<file path="config.mk">
export PLATFORM = sky130hd
export DESIGN_NAME = mux_sel_arbiter_flat
export DESIGN_NICKNAME = d
export VERILOG_FILES = /design/src/rtl/mux_sel_arbiter_pkg.sv /design/src/rtl/mux_sel_arbiter_if.sv /design/src/rtl/mux_sel_arbiter_rr_priority_picker.sv /design/src/rtl/mux_sel_arbiter.sv /design/src/flat_wrapper.sv
export SDC_FILE = /design/constraint.sdc
export NUM_CORES = 1
export LEC_CHECK = 0
export CORE_ASPECT_RATIO = 0.7
export CORE_MARGIN = 5
export CORE_UTILIZATION = 59
export CTS_CLUSTER_SIZE = 40
export DETAILED_ROUTE_END_ITERATION = 10
export PLACE_DENSITY = 0.94
export SLEW_MARGIN = 20
export SYNTH_ARGS = -nofsm -noshare
export SYNTH_HDL_FRONTEND = slang
export SYNTH_SLANG_ARGS = --single-unit
</file>
<file path="constraint.sdc">
create_clock -name clk -period 8.84 [get_ports clk]
set_input_delay 1.768 -clock clk [delete_from_list [all_inputs] [get_ports clk]]
set_output_delay 1.768 -clock clk [all_outputs]
set_load 0.05 [all_outputs]
</file>
<file path="src/rtl/mux_sel_arbiter_pkg.sv">
// Shared types and defaults for the round-robin mux-select arbiter.
// Optional hold timeout is enabled with MUX_SEL_ARB_TIMEOUT_EN.
package mux_arb_pkg;

    typedef enum logic {
        IDLE  = 1'b0,
        OWNED = 1'b1
    } arb_state_e;

    localparam int NUM_REQ_DEF  = 8;
    localparam int SEL_W_DEF    = 3;
    localparam int MAX_HOLD_DEF = 16;

endpackage

</file>
<file path="src/rtl/mux_sel_arbiter_if.sv">
// Request/grant bundle between requesters and the mux-select arbiter.
// Requesters drive req; the arbiter drives grant, sel and busy.
interface mux_sel_arbiter_if
    import mux_arb_pkg::*;
#(
    parameter int NUM_REQ = NUM_REQ_DEF,
    parameter int SEL_W   = SEL_W_DEF
);

    logic [NUM_REQ-1:0] req;
    logic [NUM_REQ-1:0] grant;
    logic [SEL_W-1:0]   sel;
    logic               busy;

    modport master (
        output req,
        input  grant,
        input  sel,
        input  busy
    );

    modport slave (
        input  req,
        output grant,
        output sel,
        output busy
    );

endinterface

</file>
<file path="src/rtl/mux_sel_arbiter_rr_priority_picker.sv">
// Combinational round-robin picker: first unmasked request after last.
// Scan order is last+1 upward, wrapping, with last itself checked last.
module rr_priority_picker
    import mux_arb_pkg::*;
#(
    parameter int NUM_REQ = NUM_REQ_DEF,
    parameter int SEL_W   = SEL_W_DEF
) (
    input  logic [NUM_REQ-1:0] req,
    input  logic [SEL_W-1:0]   last,
    input  logic [NUM_REQ-1:0] excl,
    output logic               valid,
    output logic [SEL_W-1:0]   win
);

    logic [NUM_REQ-1:0] cand;
    logic [SEL_W:0]     sum;
    logic [SEL_W-1:0]   pos;

    always_comb begin
        cand  = req & ~excl;
        valid = 1'b0;
        win   = '0;
        sum   = '0;
        pos   = '0;
        for (int k = 1; k <= NUM_REQ; k++) begin
            sum = {1'b0, last} + (SEL_W+1)'(k);
            if (sum >= (SEL_W+1)'(NUM_REQ))
                sum = sum - (SEL_W+1)'(NUM_REQ);
            pos = sum[SEL_W-1:0];
            if (!valid && cand[pos]) begin
                valid = 1'b1;
                win   = pos;
            end
        end
    end

endmodule

</file>
<file path="src/rtl/mux_sel_arbiter.sv">
// Round-robin arbiter owning the shared 8:1 mux select; grants are sticky.
// Define MUX_SEL_ARB_TIMEOUT_EN to bound ownership to MAX_HOLD cycles.
module mux_sel_arbiter
    import mux_arb_pkg::*;
#(
    parameter int NUM_REQ  = NUM_REQ_DEF,
    parameter int SEL_W    = SEL_W_DEF,
    parameter int MAX_HOLD = MAX_HOLD_DEF
) (
    input  logic              clk,
    input  logic              rst,
    mux_sel_arbiter_if.slave  bus
);

    if (NUM_REQ < 2 || NUM_REQ > 8 || (2**SEL_W) < NUM_REQ
        || MAX_HOLD < 2) begin : g_bad_cfg
        $error("mux_sel_arbiter: illegal parameter set");
    end

    arb_state_e         state;
    logic [NUM_REQ-1:0] grant;
    logic [SEL_W-1:0]   sel;
    logic               busy;
    logic [SEL_W-1:0]   last;

    logic               owner_req;
    logic               hold_expired;
    logic [NUM_REQ-1:0] excl;
    logic               pick_valid;
    logic [SEL_W-1:0]   pick_idx;
    logic [NUM_REQ-1:0] pick_oh;

    assign owner_req = bus.req[sel];
    assign pick_oh   = NUM_REQ'(1) << pick_idx;

`ifdef MUX_SEL_ARB_TIMEOUT_EN
    localparam int CNT_W = $clog2(MAX_HOLD);

    logic [CNT_W-1:0] cnt;

    assign hold_expired = (state == OWNED) && owner_req
                          && (cnt == CNT_W'(MAX_HOLD - 1));
`else
    assign hold_expired = 1'b0;
`endif

    // On timeout the owner is masked so any waiting requester wins.
    assign excl = hold_expired ? (NUM_REQ'(1) << sel) : '0;

    rr_priority_picker #(
        .NUM_REQ (NUM_REQ),
        .SEL_W   (SEL_W)
    ) u_pick (
        .req   (bus.req),
        .last  (last),
        .excl  (excl),
        .valid (pick_valid),
        .win   (pick_idx)
    );

    always_ff @(posedge clk) begin
        if (rst) begin
            state <= IDLE;
            grant <= '0;
            sel   <= '0;
            busy  <= 1'b0;
            last  <= SEL_W'(NUM_REQ - 1);
`ifdef MUX_SEL_ARB_TIMEOUT_EN
            cnt   <= '0;
`endif
        end else begin
            unique case (state)
                IDLE: begin
                    if (pick_valid) begin
                        state <= OWNED;
                        grant <= pick_oh;
                        sel   <= pick_idx;
                        busy  <= 1'b1;
                        last  <= pick_idx;
`ifdef MUX_SEL_ARB_TIMEOUT_EN
                        cnt   <= '0;
`endif
                    end
                end
                OWNED: begin
                    if (owner_req && !hold_expired) begin
`ifdef MUX_SEL_ARB_TIMEOUT_EN
                        cnt <= cnt + 1'b1;
`endif
                    end else if (pick_valid) begin
                        // Handover without an idle bubble.
                        grant <= pick_oh;
                        sel   <= pick_idx;
                        last  <= pick_idx;
`ifdef MUX_SEL_ARB_TIMEOUT_EN
                        cnt   <= '0;
`endif
                    end else if (owner_req) begin
`ifdef MUX_SEL_ARB_TIMEOUT_EN
                        cnt <= '0;
`endif
                    end else begin
                        // sel holds so the mux output stays stable.
                        state <= IDLE;
                        grant <= '0;
                        busy  <= 1'b0;
                    end
                end
                default: state <= IDLE;
            endcase
        end
    end

    assign bus.grant = grant;
    assign bus.sel   = sel;
    assign bus.busy  = busy;

endmodule

</file>
<file path="src/flat_wrapper.sv">
// flat-port wrapper written by rule: the top's interface ports become plain ports
module mux_sel_arbiter_flat import mux_arb_pkg::*;
#(
    parameter int NUM_REQ  = NUM_REQ_DEF,
    parameter int SEL_W    = SEL_W_DEF,
    parameter int MAX_HOLD = MAX_HOLD_DEF
)
  (clk, rst, bus_req, bus_grant, bus_sel, bus_busy);
  mux_sel_arbiter_if #(.NUM_REQ(NUM_REQ), .SEL_W(SEL_W)) bus_i ();
  input  logic clk;
  input  logic rst;
  input wire logic [$bits(bus_i.req)-1:0] bus_req;
  output wire logic [$bits(bus_i.grant)-1:0] bus_grant;
  output wire logic [$bits(bus_i.sel)-1:0] bus_sel;
  output wire logic [$bits(bus_i.busy)-1:0] bus_busy;
  assign bus_i.req = bus_req;
  assign bus_grant = bus_i.grant;
  assign bus_sel = bus_i.sel;
  assign bus_busy = bus_i.busy;
  mux_sel_arbiter #(.NUM_REQ(NUM_REQ), .SEL_W(SEL_W), .MAX_HOLD(MAX_HOLD)) u_core (.clk(clk), .rst(rst), .bus(bus_i));
endmodule
</file>
==> qor.csv <==
stage,metric,value,unit
sta,count_of_pins_over_their_slew_limit,0,
clock_tree,clock_pin_slew_of_the_registers_on_the_worst_case_setup_and_hold_paths,0.06,ns
clock_tree,clock_tree.root_cell,clkbuf_8,
yosys,ys_seq_area_share,19.84,%
yosys,asyncSetResetFlopFracSynth,0,%
yosys,cell_taking_the_most_area_after_synthesis,mux4_2,
route,ant_nets,0,
setup_path,crit_path_frequent_cell,nor2_1,
clock_tree,tritoncts,built,
yosys,synth.cell_area,1614,um^2
yosys,postSynthNetCount,183,
setup_path,r2r_endpoint,u_core.bus.grant[0],
clock_tree,worst_skew_pair.late_latency,0.25,ns
clock_tree,max-clock-path-buffers,2,
setup_path,critPathLaunchType,input pin,
global_route,maximum_number_of_pins_on_one_net_before_global_route_repair,20,
yosys,post_synth_inst_count,170,
job,cap_violations,0,
sta,finalSetupViolCount,0,
cells_and_area,insertedDiodeCount,0,
route,drtPass1Iterations,4,
setup_path,timing.critical_path.to_type,flip-flop,
global_route,total_grt_overflow,0,
clock_tree,post-cts-setup-buffer-count,0,
sta,grt_setup_unrepaired,false,
setup_path,r2r_start,u_core.last[0],
placed_design,routability_congestion_estimate,0.9500,
sta,setup_slack,4.159,ns
setup_path,timing.critical_path.arrival,4.88,ns
setup_path,critPathMaxStageDelay,0.65,ns
setup_path,cell_breakdown_of_the_critical_path,clkdlybuf4s50_1 -> mux4_2 -> mux2i_2 -> nand4_2 -> nor2_1 -> ha_1 -> nor2_1 -> nor2_1 -> and2_1 -> a41o_1,
route,drc,0,
yosys,yosys.area.top_type_share,20.93,%
die,num_rows,15,
setup_path,r2r_slack,4.52,ns
global_route,track_usage,25.58,%
placed_design,place.detailed.hpwl,3472,um
yosys,avg_cell_area_syn,9.494,um^2
yosys,synth_adder_area_share,2.326,%
die,io-pin-count,22,
sta,clock_skew,0.0005455,ns
min_path,whs_endpoint,u_core.bus.busy,
cells_and_area,seqCellArea,320.3,um^2
sta,worst_pin_slew,0.7909,ns
setup_path,crit_fanout,9,
sta,layout_min_cycle_time,4.681,ns
min_path,worstHoldStart,u_core.bus.busy,
route,dr_total_vias,1538,
yosys,synth_compound_gate_area_share,22.48,%
clock_tree,cts_hold_buf,0,
route,number_of_vias_per_cell_after_detailed_routing,7.023,
clock_tree,tritoncts.num_buffers,3,
cells_and_area,layout_fillers,177,
setup_path,r2r.worst_path.cells,11,
clock_tree,post_cts_resize_count,0,
yosys,xor_xnor_share_of_the_synthesized_area,2.713,%
global_route,wire_length_of_the_first_global_routing_pass,7521,um
yosys,synth_top_family_by_area,multiplexers,
sta,max_slew_margin,47.20,%
cells_and_area,nets,199,
setup_path,worst-endpoint-required,9.04,ns
cells_and_area,multi_input_area,1201,um^2
yosys,netlist-cell-type-count,44,
setup_path,critical-path-slowest-cell,mux4_2,
route,route.detailed.wl_per_inst,20.25,um
yosys,synth-warning-count,0,
min_path,min_path_cells,2,
min_path,path_type_of_the_worst_min_delay_path,flip-flop to flip-flop,
die,core,2534,um^2
clock_tree,cts.sinks,16,
die,fp.dieH,53.76,um
run_status,status,"finished, final reports clean",
setup_path,crit_type,input pin to flip-flop,
placed_design,detailedPlace.worstSlack,4.029,ns
die,dieArea,3898,um^2
yosys,synth_simple_gate_area_share,14.96,%
route,drt-initial-drc-count,187,
cells_and_area,layout-drive-gt1-share,16.22,%
route,drt-total-wl,4434,um
sta,timing_hold_violations_final,0,
yosys,ys.flop_type,dfxtp_1,
yosys,ys_seq_elements,16,
yosys,synth_enable_flop_cells,0,
cells_and_area,layout_overhead_on_the_synthesized_area,14.96,%
die,die_width,72.52,um
die,start_util,63.70,%
clock_tree,cts_max_level,1,
global_route,grt_pass1_vias,1517,
yosys,post_synth_mux_area_share,31.94,%
yosys,netlist_top_cells_area,"mux4_2 (21%), dfxtp_1 (20%), mux2i_1 (8.1%)",
sta,layout_worst_path_cycle_share,52.96,%
placed_design,place.port_buffers,21,
sta,timing.setup.tns,0,ns
sta,fmax,213.6,MHz
global_route,grt_antenna_before_repair,0,
-- cell usage in the layout, fill, tap and decap left out, drive strengths merged, types with 7 or more instances in the layout --
| cell | n |
|---|---|
| a21oi | 11 |
| inv | 7 |
| mux4 | 15 |
| mux2i | 14 |
| clkdlybuf4s50 | 21 |
| nor2 | 13 |
| a32o | 7 |
| dfxtp | 16 |
| nand2 | 15 |
| o21ai | 7 |
-- worst max-delay path: cells and delay by family --
kind	cells	cell delay, ns
AND/OR/NAND/NOR	5	1.21
buffers and inverters	1	0.56
AO/OA/AOI/OAI	1	0.10
multiplexers	2	0.99
adder cells (fa/ha/maj)	1	0.25
-- cell families after synthesis --
| family | after synthesis |
|---|---|
| AO/OA/AOI/OAI | 49 |
| XOR/XNOR | 5 |
| adder cells (fa/ha/maj) | 3 |
| buffers and inverters | 17 |
| flip-flops | 16 |
| multiplexers | 32 |
| AND/OR/NAND/NOR | 48 |
-- metrics by stage --
stage / std cells / hold slack (ns) / cell area [um^2] / util [%]
after floorplan: 170 / 0.5127 / 1614 / -
after global placement: 215 / 0.4458 / 1800 / 71.06
after detailed placement: 215 / 0.4568 / 1800 / 71.06
after CTS: 219 / 0.4658 / 1856 / 73.23
after global routing: 219 / 0.4970 / 1856 / 73.23
final: 219 / 0.4654 / 1856 / 73.23
-- cell type report --
class | instances | share of cell area [%]
tap | 34 | 2.293
inverter | 7 | 1.416
timing repair buffer | 21 | 11.33
sequential | 16 | 17.26
clock buffer | 4 | 2.967
multi-input combinational | 137 | 64.73
-- cells in the mapped netlist (4+ instances only) --
cell / instances
nand2b_1: 4
nor2_1: 12
a21oi_1: 11
buf_2: 5
mux4_2: 15
a32o_1: 7
dfxtp_1: 16
nand2_1: 15
mux2i_1: 13
inv_1: 7
o21ai_0: 7
o21bai_1: 4
-- how the worst max path moves through the flow --
stage,start,endpoint,cells past startpoint
finish,bus_req[5],u_core.bus.grant[0],10
global placement,bus_req[5],u_core.bus.grant[0],10
floorplan,bus_req[5],u_core.bus.grant[0],9
global route,bus_req[5],u_core.bus.grant[0],10
detailed placement,bus_req[5],u_core.bus.grant[0],10
CTS,bus_req[5],u_core.bus.grant[0],10
-- sequential cells by signal (all words and copies together) (netlist names) --
| name | count |
|---|---|
| u_core.bus.busy | 1 |
| u_core.bus.grant | 8 |
| u_core.bus.sel | 3 |
| u_core.last | 3 |
| u_core.state | 1 |
-- metal layers --
metal / GRT usage, % / vias up / part of all wire (%)
met5: 0 / - / 0
met3: 7.463 / 14 / 11
met4: 8.589 / 0 / 1.6
met2: 42.45 / 95 / 47
met1: 32.41 / 741 / 41
li1: - / 688 / -
Power is left out: the tool's default activity adds up to more than one toggle a clock period on the data nets, which glitch-free logic cannot reach.
